==> config.mk <==
export PLATFORM = sky130hd
export DESIGN_NAME = mirfak_regfile_sb
export DESIGN_NICKNAME = d
export VERILOG_FILES = /design/src/rtl/mirfak_regfile_sb.sv
export SDC_FILE = /design/constraint.sdc
export NUM_CORES = 1
export LEC_CHECK = 0
export ABC_AREA = 0
export CORE_MARGIN = 1.5
export CORE_UTILIZATION = 60
export DETAILED_ROUTE_END_ITERATION = 12
export PLACE_DENSITY = 0.78
export SETUP_SLACK_MARGIN = 0.2
export SLEW_MARGIN = 20
export SYNTH_ARGS = -nofsm -noshare
export SYNTH_HDL_FRONTEND = slang
export SYNTH_SLANG_ARGS = --single-unit
==> constraint.sdc <==
create_clock -name clk_i -period 5.7 [get_ports clk_i]
set_input_delay 1.14 -clock clk_i [delete_from_list [all_inputs] [get_ports clk_i]]
set_output_delay 1.14 -clock clk_i [all_outputs]
set_load 0.1 [all_outputs]
==> src/rtl/mirfak_regfile_sb.sv <==
// ---------------------------------------------------------------------------
// mirfak_regfile_sb
//
// Integer register file for the Mirfak decode/writeback path, with a
// per-register pending-write scoreboard and optional write-to-read bypass.
// Decode marks a destination register pending when the producing instruction
// issues. Writeback clears the mark when it writes the result. Each read port
// reports, next to its data, whether the register it reads still waits for a
// producer.
//
// Register 0 is hard-wired: it reads 0, ignores writes and is never pending.
// Array contents are not reset. Instead, a per-register valid bit masks stale
// data, so a register that has not been written since reset reads 0.
//
// Parameters:
//   XLEN     data width in bits (>= 8)
//   NREGS    register count, power of two, >= 2
//   NRPORTS  number of read ports (1..4)
//   BYPASS   1 = same-cycle write data forwarded to the read ports
//
// Ports:
//   clk_i       clock, all state updates on the rising edge
//   rst_i       asynchronous active-high reset (clears valid/pend/count)
//   raddr_i     read addresses, port k at [k*AW +: AW]
//   rdata_o     read data, port k at [k*XLEN +: XLEN]
//   rbusy_o     per-port hazard flag: the addressed register is pending
//   waddr_i     writeback address
//   wdata_i     writeback data
//   wen_i       writeback enable
//   iaddr_i     destination register of the instruction being issued
//   issue_i     mark iaddr_i pending
//   flush_i     clear every pending mark (pipeline flush)
//   pend_cnt_o  registered count of pending registers
// ---------------------------------------------------------------------------
module mirfak_regfile_sb #(
  parameter int XLEN    = 32,
  parameter int NREGS   = 32,
  parameter int NRPORTS = 2,
  parameter int BYPASS  = 1,
  localparam int AW     = $clog2(NREGS)
) (
  input  logic                    clk_i,
  input  logic                    rst_i,
  input  logic [NRPORTS*AW-1:0]   raddr_i,
  output logic [NRPORTS*XLEN-1:0] rdata_o,
  output logic [NRPORTS-1:0]      rbusy_o,
  input  logic [AW-1:0]           waddr_i,
  input  logic [XLEN-1:0]         wdata_i,
  input  logic                    wen_i,
  input  logic [AW-1:0]           iaddr_i,
  input  logic                    issue_i,
  input  logic                    flush_i,
  output logic [AW:0]             pend_cnt_o
);

  // Reject configurations the addressing scheme cannot support.
  if ((NREGS < 2) || ((NREGS & (NREGS - 1)) != 0)) begin : gBadNregs
    $error("mirfak_regfile_sb: NREGS must be a power of two and >= 2");
  end
  if ((NRPORTS < 1) || (NRPORTS > 4)) begin : gBadNrports
    $error("mirfak_regfile_sb: NRPORTS must be in 1..4");
  end
  if (XLEN < 8) begin : gBadXlen
    $error("mirfak_regfile_sb: XLEN must be >= 8");
  end

  // Storage and scoreboard state.
  logic [XLEN-1:0]  mem_q [NREGS];
  logic [NREGS-1:0] valid_q;
  logic [NREGS-1:0] valid_d;
  logic [NREGS-1:0] pend_q;
  logic [NREGS-1:0] pend_d;
  logic [AW:0]      pendCnt_q;
  logic [AW:0]      pendCnt_d;

  // Qualified write and issue strobes. Register 0 never takes part, and a
  // flush cancels any issue arriving in the same cycle.
  logic wrHit;
  logic issHit;

  assign wrHit  = wen_i && (waddr_i != '0);
  assign issHit = issue_i && (iaddr_i != '0) && !flush_i;

  // Data array: written on every qualified writeback, never reset. Stale
  // contents after reset are hidden by valid_q.
  always_ff @(posedge clk_i) begin
    if (wrHit) begin
      mem_q[waddr_i] <= wdata_i;
    end
  end

  // Next-state for valid and pending bits. The write clears the pending mark
  // first, then issue may set it again so that a newer producer issued in the
  // same cycle as the older producer's writeback keeps the register pending.
  // Flush wins over issue but leaves the write's data/valid update intact.
  always_comb begin
    valid_d = valid_q;
    pend_d  = pend_q;
    if (wrHit) begin
      valid_d[waddr_i] = 1'b1;
      pend_d[waddr_i]  = 1'b0;
    end
    if (flush_i) begin
      pend_d = '0;
    end else if (issHit) begin
      pend_d[iaddr_i] = 1'b1;
    end
    valid_d[0] = 1'b0;
    pend_d[0]  = 1'b0;
  end

  // Population count of the next pending vector, so the registered count
  // moves on the same edge as the pending bits it describes.
  always_comb begin
    pendCnt_d = '0;
    for (int i = 0; i < NREGS; i++) begin
      pendCnt_d = pendCnt_d + {{AW{1'b0}}, pend_d[i]};
    end
  end

  // Scoreboard state register with asynchronous clear.
  always_ff @(posedge clk_i or posedge rst_i) begin
    if (rst_i) begin
      valid_q   <= '0;
      pend_q    <= '0;
      pendCnt_q <= '0;
    end else begin
      valid_q   <= valid_d;
      pend_q    <= pend_d;
      pendCnt_q <= pendCnt_d;
    end
  end

  assign pend_cnt_o = pendCnt_q;

  // Read ports: purely combinational. Each port resolves its own address
  // against register 0, the optional same-cycle bypass and then the array.
  // Outputs are forced to 0 while reset is held so that a bypassed write
  // cannot leak through during reset.
  for (genvar k = 0; k < NRPORTS; k++) begin : gRead
    logic [AW-1:0]   rAddr;
    logic            fwdHit;
    logic [XLEN-1:0] portData;
    logic            portBusy;

    assign rAddr  = raddr_i[k*AW +: AW];
    assign fwdHit = (BYPASS != 0) && wrHit && (waddr_i == rAddr);

    // Forwarded data is never busy: the write it carries resolves the hazard
    // as far as this reader is concerned, regardless of a concurrent issue.
    always_comb begin
      portData = '0;
      portBusy = 1'b0;
      if (!rst_i && (rAddr != '0)) begin
        if (fwdHit) begin
          portData = wdata_i;
        end else begin
          portData = valid_q[rAddr] ? mem_q[rAddr] : '0;
          portBusy = pend_q[rAddr];
        end
      end
    end

    assign rdata_o[k*XLEN +: XLEN] = portData;
    assign rbusy_o[k]              = portBusy;
  end

endmodule

# After elaboration in Yosys (flattened, before gate mapping)
# Memories as Yosys holds them, arrays and structs flattened.
# Cells that the tools add are included.
# totals
out_inout_bits	72
elab_cells	88
reg_bits	68
ramBits	1024
mem_count	1
in_bits	57
# mem_list
memory	words	word_bits	read_ports	rd_ports_with_merged_regs	write_ports	line	source
mem_q	32	32	2	0	1	68	logic [XLEN-1:0] mem_q [NREGS];
# classes
reduce_logical	15
muxes	27
n_lt_le_gt_ge	6
n_addsub	30
n_bitwise	4
eq_ne	2
# op_table
op	count
32-bit two-way mux	9
6-bit by 1-bit adder with 6-bit output	25
32-bit bitwise OR	2
32-bit AND	1
32-bit NOT	1
5-bit by 6-bit < comparator with 1-bit output (second input constant)	4
1-bit binary-select mux with 5-bit select	4
5-bit nonzero test	4
1-bit two-way mux	12
1-bit demux with 5-bit select	2
5-bit equality test	2
5-bit by 1-bit >= comparator with 1-bit output (second input constant)	2
1-bit logical AND	9
5-bit by 1-bit adder with 6-bit output	1
4-bit by 1-bit adder with 5-bit output	1
3-bit by 1-bit adder with 4-bit output	1
2-bit by 1-bit adder with 3-bit output	1
1-bit by 1-bit adder with 2-bit output	1
1-bit logical NOT	2

# Longest topological paths before layout
# Gate-level depths: netlist of the first run.
# depth
depth_word	40
depth_mapped	22
mapped_depth_nobuf	21

# Worst setup path after synthesis of the first run
# No wires, ideal clock.
# synth_timing
path_kind	input port to flip-flop
startpoint	input waddr_i[4]
endpoint	register pendCnt_q[4], in the netlist pend_cnt_o[4]
t_required_ns	5.620
arrival_time_ns	6.302
path_slack_ns	-0.682
setup_time_ns	0.080
cell_stages	19
path_buffers	1
cell_sequence	buf_1 -> nand2b_1 -> nor3_1 -> nand2_1 -> a22oi_1 -> nor2_1 -> fa_1 -> inv_1 -> fa_1 -> fa_1 -> fa_1 -> fa_1 -> inv_1 -> fa_1 -> fa_1 -> fa_1 -> a21o_1 -> a21oi_1 -> xnor2_1
# synth_via
elab_chain_len	40
elab_cells_between_ends	43
cone_classes	add/sub: 30; order compare: 2; mux: 5; bitwise: 3; reduce/logical: 3
# synth_rtl
item	line	source
from (decl)	47	input logic [AW-1:0] waddr_i,
5-bit by 6-bit < comparator with 1-bit output (implied by the code) or 5-bit by 1-bit >= comparator with 1-bit output (tied branches)	101	pend_d[waddr_i] = 1'b0;
1-bit logical AND (implied by the code)	101	
1-bit two-way mux (implied by the code)	101	
1-bit demux with 5-bit select	101	
32-bit NOT (no line)	n/a	
32-bit AND (no line)	n/a	
32-bit two-way mux *	99	if (wrHit) begin
32-bit bitwise OR (no line)	n/a	
(+2 left out)	n/a	
named net pend_d[2]	72	logic [NREGS-1:0] pend_d;
1-bit by 1-bit adder with 2-bit output *	117	pendCnt_d = pendCnt_d + {{AW{1'b0}}, pend_d[i]};
2-bit by 1-bit adder with 3-bit output *	117	
3-bit by 1-bit adder with 4-bit output *	117	
4-bit by 1-bit adder with 5-bit output *	117	
5-bit by 1-bit adder with 6-bit output *	117	
6-bit by 1-bit adder with 6-bit output * (25 in a row)	117	
named net pendCnt_d[4]	74	logic [AW:0] pendCnt_d;
to (signal assigned)	130	pendCnt_q <= pendCnt_d;
to (decl)	73	logic [AW:0] pendCnt_q;
# Mark *: on every way through the listed nets, which the timed path passes. The rest lies on a longest branch.
# A chain may end at the register's enable or synchronous reset.

# Final worst setup path of the first run
# layout_timing
startpoint	input issue_i
endpoint	register pendCnt_q[4], in the netlist pend_cnt_o[4]
# layout_via
elab_chain_len	34
# layout_rtl
item	line	source
from (decl)	51	input logic issue_i,
1-bit logical AND * (2 in a row)	82	assign issHit = issue_i && (iaddr_i != '0) && !flush_i;
32-bit two-way mux *	105	end else if (issHit) begin
32-bit two-way mux *	103	if (flush_i) begin
1-bit by 1-bit adder with 2-bit output	117	
2-bit by 1-bit adder with 3-bit output	117	
3-bit by 1-bit adder with 4-bit output	117	
4-bit by 1-bit adder with 5-bit output	117	
5-bit by 1-bit adder with 6-bit output	117	
6-bit by 1-bit adder with 6-bit output (24 in a row)	117	
6-bit by 1-bit adder with 6-bit output *	117	
named net pendCnt_d[4]	74	
# Marks and branches as above.

==> flow_summary.json, run 1 <==
{
  "clock_power_share": 0.388,
  "synthDistinctLibCells": 60,
  "io_buffers": 128,
  "cpMostUsedCell": "fa_1",
  "maxSlewViolCount": 0,
  "area_delta_synth_final_pct": 16.5,
  "grt_antenna_before_repair": 4,
  "clk_latency_ps": 670,
  "cpPeakStageDelay_ps": 570,
  "ys_ff_latch": 1092,
  "clk_pin_slew_ps": 60,
  "cts_buffers": 109,
  "crit_fanout": 3,
  "synthMostInstantiatedCell": "edfxtp_1",
  "p_switching_mw": 4.51,
  "worst_pin_slew_ps": 1240,
  "cts_tree": "built",
  "vias": 32300,
  "p_per_area_nw_per_um2": 301,
  "startpoint_type": "input pin",
  "async_flop_share": 0.0623,
  "dp_hpwl_um": 96600,
  "post_drt_wl_per_cell_um": 37.8,
  "whs_path_depth": 1,
  "p_sw_frac": 0.245,
  "grt_pass1_vias": 33300,
  "grt_first_pass_wirelength_um": 235000,
  "finalSetupTns_ps": -59.7,
  "rr_worst_depth": 16,
  "drtIter0Drc": 4934,
  "fin_crit_ps": 5740,
  "row_count": 108,
  "highest_layer": "met5",
  "rsz0062_at_grt": "yes",
  "drc_errors": 0,
  "cp-end-kind": "flop",
  "cts_root_buffer": "clkbuf_16",
  "dieArea_um2": 89300,
  "gp_congestion": 0.918,
  "pre_cts_ws_ps": -1120,
  "rrSetupSlack_ps": 570,
  "finalNonFillerCells": 4339,
  "ys_warn_count": 0,
  "hold_ws_ps": 489,
  "met1Wirelength_um": 55300,
  "netlist_top_cells_count": "1024 x edfxtp_1, 556 x mux4_2, 177 x mux2i_1, 111 x nand2_1, 92 x clkbuf_1",
  "clockBufferDepth": 3,
  "dp_cells": 4110,
  "synth-main-ff-cell": "edfxtp_1",
  "synth_edf_count": 1024,
  "arrival_ps": 6330,
  "irDropWorstVdd_uv": 255,
  "fmax_mhz": 174,
  "synth_top_area_cell": "edfxtp_1",
  "wl_met2_um": 78100,
  "synth_area_leaders": "edfxtp_1 59%, mux4_2 24%, mux2i_1 3.4%",
  "crit_type": "input pin to flop",
  "fin_crit_sh": 1.01,
  "cp_slowest_cell": "fa_1",
  "via_per_inst": 7.43,
  "die_y_um": 299,
  "cap_violations": 0,
  "r2r-end": "pend_cnt_o[4]$_DFF_PP0_",
  "status": "complete, but fails checks",
  "dr.pass1.iters": 7,
  "die_w_um": 299,
  "synth_area_um2": 52500,
  "violations": "negative setup slack",
  "yosysSeqAreaShare": 0.618,
  "fin_ws_ps": -44.4,
  "ioPinCount": 129,
  "ant_nets": 0,
  "synth_top_area_share": 0.585,
  "cts.sinks": 1092,
  "core_um2": 86800,
  "fin_skew_ps": 12.2,
  "leakagePower_nw": 20.7,
  "hold_viol_final": 0,
  "start_util": 0.605,
  "internal-power_mw": 13.9,
  "wl_um": 164000,
  "timing.slew.headroom": 0.170,
  "grt.overflow.total": 0,
  "crit_chain": "buf_8, nor2b_4, buf_6, and3_4, nand2_2, a21o_1, fa_1, fa_1, inv_1, fa_1, inv_1, fa_1, fa_1, inv_2, fa_1, fa_2, fa_2, a21o_1, a21oi_2, xnor2_1",
  "grt_max_degree": 86,
  "required_ps": 6280,
  "power_frac_seq": 0.490,
  "syn_avg_cell_area_um2": 19.0,
  "power.share.combinational": 0.122,
  "setup_viol": 2,
  "min-delay-start": "valid_q[20]$_DFFE_PP0N_",
  "synth_cells": 2771,
  "holdPathEnd": "valid_q[20]$_DFFE_PP0N_",
  "drive_above_1_share": 0.369,
  "met3_length_um": 21700,
  "final_nets": 3174,
  "grt_use_total": 0.372,
  "r2r_start": "pend_q[26]$_DFF_PP0_",
  "cts_max_level": 3,
  "holdCritPathClass": "flop to flop"
}
[worst max-delay path: cells and delay by family]
family | cells | cell delay (ps)
AND/OR/NAND/NOR | 3 | 440
adder cells (fa/ha/maj) | 8 | 3760
XOR/XNOR | 1 | 140
buffers and inverters | 5 | 330
AO/OA/AOI/OAI | 3 | 510
[how the worst max path moves through the flow]
| stage | from | endpoint | slack (ps) |
|---|---|---|---|
| 4_1_cts | issue_i | pend_cnt_o[4]$_DFF_PP0_ | -90 |
| 3_5_place_dp | issue_i | pend_cnt_o[4]$_DFF_PP0_ | -1120 |
| 2_1_floorplan | waddr_i[4] | pend_cnt_o[4]$_DFF_PP0_ | -300 |
| 3_3_place_gp | iaddr_i[4] | pend_cnt_o[4]$_DFF_PP0_ | -1080 |
| 6_report | issue_i | pend_cnt_o[4]$_DFF_PP0_ | -40 |
| 5_1_grt | waddr_i[2] | pend_cnt_o[4]$_DFF_PP0_ | -210 |
[layout by cell type, fill, tap and decap left out, types with 12 or more instances in the layout]
cell type	netlist	layout
nand2_1	111	105
mux4_2	556	556
edfxtp_1	1024	1024
or2_2	18	18
buf_4	21	219
nand2b_1	44	38
buf_12	1	97
a22o_1	26	26
o21ai_0	26	22
fa_1	23	21
clkbuf_16	0	110
clkinv_2	0	30
nor2_1	47	23
o22ai_1	47	47
a21oi_1	61	59
clkinv_1	4	27
clkdlybuf4s50_1	0	37
a21o_1	27	27
nor2_4	0	19
mux2i_1	177	177
buf_2	50	12
a221o_1	12	12
inv_1	55	38
conb_1	1	32
a22oi_1	17	15
o21ai_1	38	42
buf_6	20	12
dfrtp_1	68	68
a221oi_1	44	44
clkbuf_1	92	27
[repair_timing]
item | in CTS | in global routing
setup endpoints to repair | 5 | 5
cloned | 1 | 0
pin swaps | 21 | 18
gates resized for setup | 85 | 17
hold buffers | 0 | 0
setup buffers | 14 | 6
[routing by layer]
| metal | vias to the layer above | track usage |
|---|---|---|
| met3 | 532 | 0.0915 |
| met4 | 2 | 0.177 |
| met1 | 16700 | 0.499 |
| li1 | 12300 | - |
| met2 | 2707 | 0.583 |
| met5 | - | 0 |
[registers in the layout, indices dropped and copies added (netlist names)]
| register | count |
|---|---|
| pend_cnt_o | 6 |
| valid_q | 31 |
| mem_q | 1024 |
| pend_q | 31 |
[power by group through the flow]
stage | logic [mW] | clock network, mW | registers, mW
after floorplan | 1.37 | 0 | 9.17
after CTS | 2.22 | 7.15 | 9.02
final | 2.24 | 7.14 | 9.03
after detailed placement | 2.19 | 0 | 9.19
after global routing | 2.32 | 7.46 | 9.04
after global placement | 2.16 | 0 | 9.17
[kinds of logic (layout without fill, tap and decap cells)]
kind of cell / count (synthesis) / count (layout) / share of synthesized area
mux: 742 / 742 / 0.274
simple gates: 288 / 288 / 0.0266
flops: 1092 / 1092 / 0.618
compound gates: 331 / 331 / 0.0432
other cells: 1 / 35 / 0.0000714
buf+inv: 274 / 653 / 0.0256
xor+xnor: 13 / 13 / 0.00217
fa+ha+maj: 30 / 30 / 0.0104
[metrics by stage]
stage                      util  power, mW  instance area [um2]
after CTS                 0.705       18.4                61100
after detailed placement  0.661       11.4                57300
after floorplan               -       10.5                52800
after global routing      0.705       18.8                61200
after global placement    0.661       11.3                57300
final                     0.705       18.4                61200
[area by class of cell]
cell class,instances,area [um2]
fillers,5347,25600
diodes,3,7.51
clock inverters,68,668
flip-flops and latches,1092,32500
well taps,1155,1450
clock buffers,137,2850
multi-input cells,1436,19200
repair buffers,387,4260
inverters,61,253
No activity file was read; power rests on OpenSTA's default activity.
==> run 2, diff against run 1 <==
--- a/config.mk
+++ b/config.mk
@@ -7,9 +7,9 @@
 export LEC_CHECK = 0
 export ABC_AREA = 0
 export CORE_MARGIN = 1.5
-export CORE_UTILIZATION = 60
+export CORE_UTILIZATION = 62
 export DETAILED_ROUTE_END_ITERATION = 12
-export PLACE_DENSITY = 0.78
+export PLACE_DENSITY = 0.8
 export SETUP_SLACK_MARGIN = 0.2
 export SLEW_MARGIN = 20
 export SYNTH_ARGS = -nofsm -noshare
==> run 2 against run 1 <==
The run still ends with negative setup slack left; via count increased by 0.46%; count of clock-buffer cells in the layout decreased by 5; sequential power about the same; global-route usage increased by 1.5 points; die area decreased by 3.2%; combinational power about the same; wire length about the same; sequential share of layout area about the same; total power increased by 1.5%; critical endpoint unchanged; largest power group unchanged.
==> flow_summary.json, run 2 (same netlist as run 1, synthesis figures left out) <==
{
  "status": "complete, but fails checks",
  "violations": "negative setup slack",
  "internal-power_mw": 14.1,
  "gp_congestion": 0.919,
  "die_y_um": 294,
  "leakagePower_nw": 20.7,
  "clockBufferDepth": 3,
  "multiInputGateArea_um2": 19300,
  "mostFrequentLayoutCells": "1024 x edfxtp_1, 556 x mux4_2, 203 x buf_4",
  "finish.utilization": 0.731,
  "startpoint_type": "input pin",
  "drive_above_1_share": 0.371,
  "arrival_ps": 6350,
  "grt_first_pass_wirelength_um": 235000,
  "holdCritPathClass": "flop to flop",
  "nFillCells": 4678,
  "core_um2": 83700,
  "irDropWorstVdd_uv": 316,
  "rsz0062_at_grt": "yes",
  "grt.overflow.total": 0,
  "start_util": 0.628,
  "grt_use_total": 0.387,
  "final_common_cell": "edfxtp_1",
  "p_per_area_nw_per_um2": 305,
  "cp-end-kind": "flop",
  "ioPinCount": 129,
  "pre_cts_ws_ps": -1220,
  "grt_pass1_vias": 33600,
  "final_nets": 3160,
  "cp-startpoint": "waddr_i[2]",
  "fin_skew_ps": 10.9,
  "power.share.combinational": 0.119,
  "largest_registers": "mem_q: 1024 flops, pend_q: 31 flops, valid_q: 31 flops",
  "power_frac_seq": 0.483,
  "cts_tree": "built",
  "cap_violations": 0,
  "r2r_start": "pend_q[26]$_DFF_PP0_",
  "setup_viol": 2,
  "clk_latency_ps": 680,
  "fin_crit_sh": 1.01,
  "crit_fanout": 8,
  "top_register": "mem_q",
  "area_delta_synth_final_pct": 16.5,
  "p_switching_mw": 4.57,
  "cts_max_level": 3,
  "dr.pass1.iters": 5,
  "grt_antenna_before_repair": 1,
  "wl_um": 164000,
  "dp_hpwl_um": 94700,
  "hold_viol_final": 0,
  "fin_crit_ps": 5760,
  "drc_errors": 0,
  "timing.slew.headroom": 0.184,
  "fin_ws_ps": -60.6,
  "dieArea_um2": 86500,
  "crit_type": "input pin to flop",
  "clock_power_share": 0.397,
  "cts.sinks": 1092,
  "ant_nets": 0,
  "cts_root_buffer": "clkbuf_16",
  "vias": 32400,
  "via_per_inst": 7.53,
  "p_sw_frac": 0.245,
  "row_count": 106,
  "worst_pin_slew_ps": 1220,
  "largest_register_ffs": 1024,
  "cts_hold_buf": 0,
  "drtIter0Drc": 5062,
  "grt_max_degree": 90,
  "required_ps": 6290,
  "min-delay-start": "valid_q[3]$_DFFE_PP0N_",
  "clk_pin_slew_ps": 60,
  "die_w_um": 294,
  "cts_buffers": 113,
  "io_buffers": 128,
  "maxSlewViolCount": 0,
  "final-seq-area_um2": 32500,
  "fmax_mhz": 174,
  "post_drt_wl_per_cell_um": 38.1
}
==> run 2: stage by stage <==
step	hold WS (ps)	setup TNS [ps]	power [mW]	area (um2)	std cells
after floorplan	447	-521	10.5	52800	2802
after global placement	466	-5380	11.3	57100	4068
after detailed placement	473	-5570	11.4	57100	4068
after CTS	491	-505	18.7	61100	4296
after global routing	508	-588	19.1	61200	4303
final	496	-64.3	18.7	61200	4305
==> run 2: metal layers <==
layer / GRT usage / routed length (um) / vias up / part of all wire
met4: 0.216 / 10700 / 2 / 0.065
met1: 0.507 / 53800 / 16600 / 0.33
met5: 0 / 11 / - / 0.000067
met2: 0.601 / 77800 / 2827 / 0.47
met3: 0.0992 / 21700 / 652 / 0.13
li1: - / - / 12300 / -
==> run 2: what timing repair did <==
item / 4_1_cts / 5_1_grt
endpoints found under the setup margin: 6 / 5
endpoints found under the hold margin: 0 / 0
cloned: 0 / 0
pin swaps: 29 / 29
resized for setup: 90 / 18
buffers inserted: 17 / 7
==> run 2: power by group through the flow <==
stage	registers, mW	logic, mW	clock network, mW
finish	9.03	2.23	7.42
global route	9.04	2.30	7.72
CTS	9.03	2.20	7.43
detailed placement	9.19	2.17	0
global placement	9.17	2.14	0
floorplan	9.17	1.37	0
==> run 2: layout make-up <==
type	count	share of cell area
sequential	1092	0.530
multi-input combinational	1436	0.315
timing repair buffer	369	0.0670
clock buffer	132	0.0484
tap	1134	0.0232
clock inverter	79	0.0121
inverter	61	0.00387
antenna	2	0.0000818
==> run 2: path summary, 6_finish.rpt <==
kind,to,slack (ps),cells past startpoint
setup / recovery,pend_cnt_o[4]$_DFF_PP0_,-60,20
hold / removal,valid_q[3]$_DFFE_PP0N_,500,1
max in group asynchronous,pend_q[3]$_DFF_PP0_,3550,3
setup reg to reg,pend_cnt_o[4]$_DFF_PP0_,570,16
hold reg to reg,valid_q[3]$_DFFE_PP0N_,500,1
min in group asynchronous,valid_q[25]$_DFFE_PP0N_,1120,2
==> run 2: critical path: stages <==
cell and delay (ps):
buf_2 160, buf_4 160, nor2b_2 110, nand3_2 130, o21ai_1 140, a21o_1 180, fa_1 470, fa_1 580
inv_2 50, fa_1 490, inv_2 40, fa_1 460, fa_1 490, inv_1 50, fa_1 470, fa_2 390
fa_2 350, a21o_1 180, a21oi_2 170, xnor2_2 130
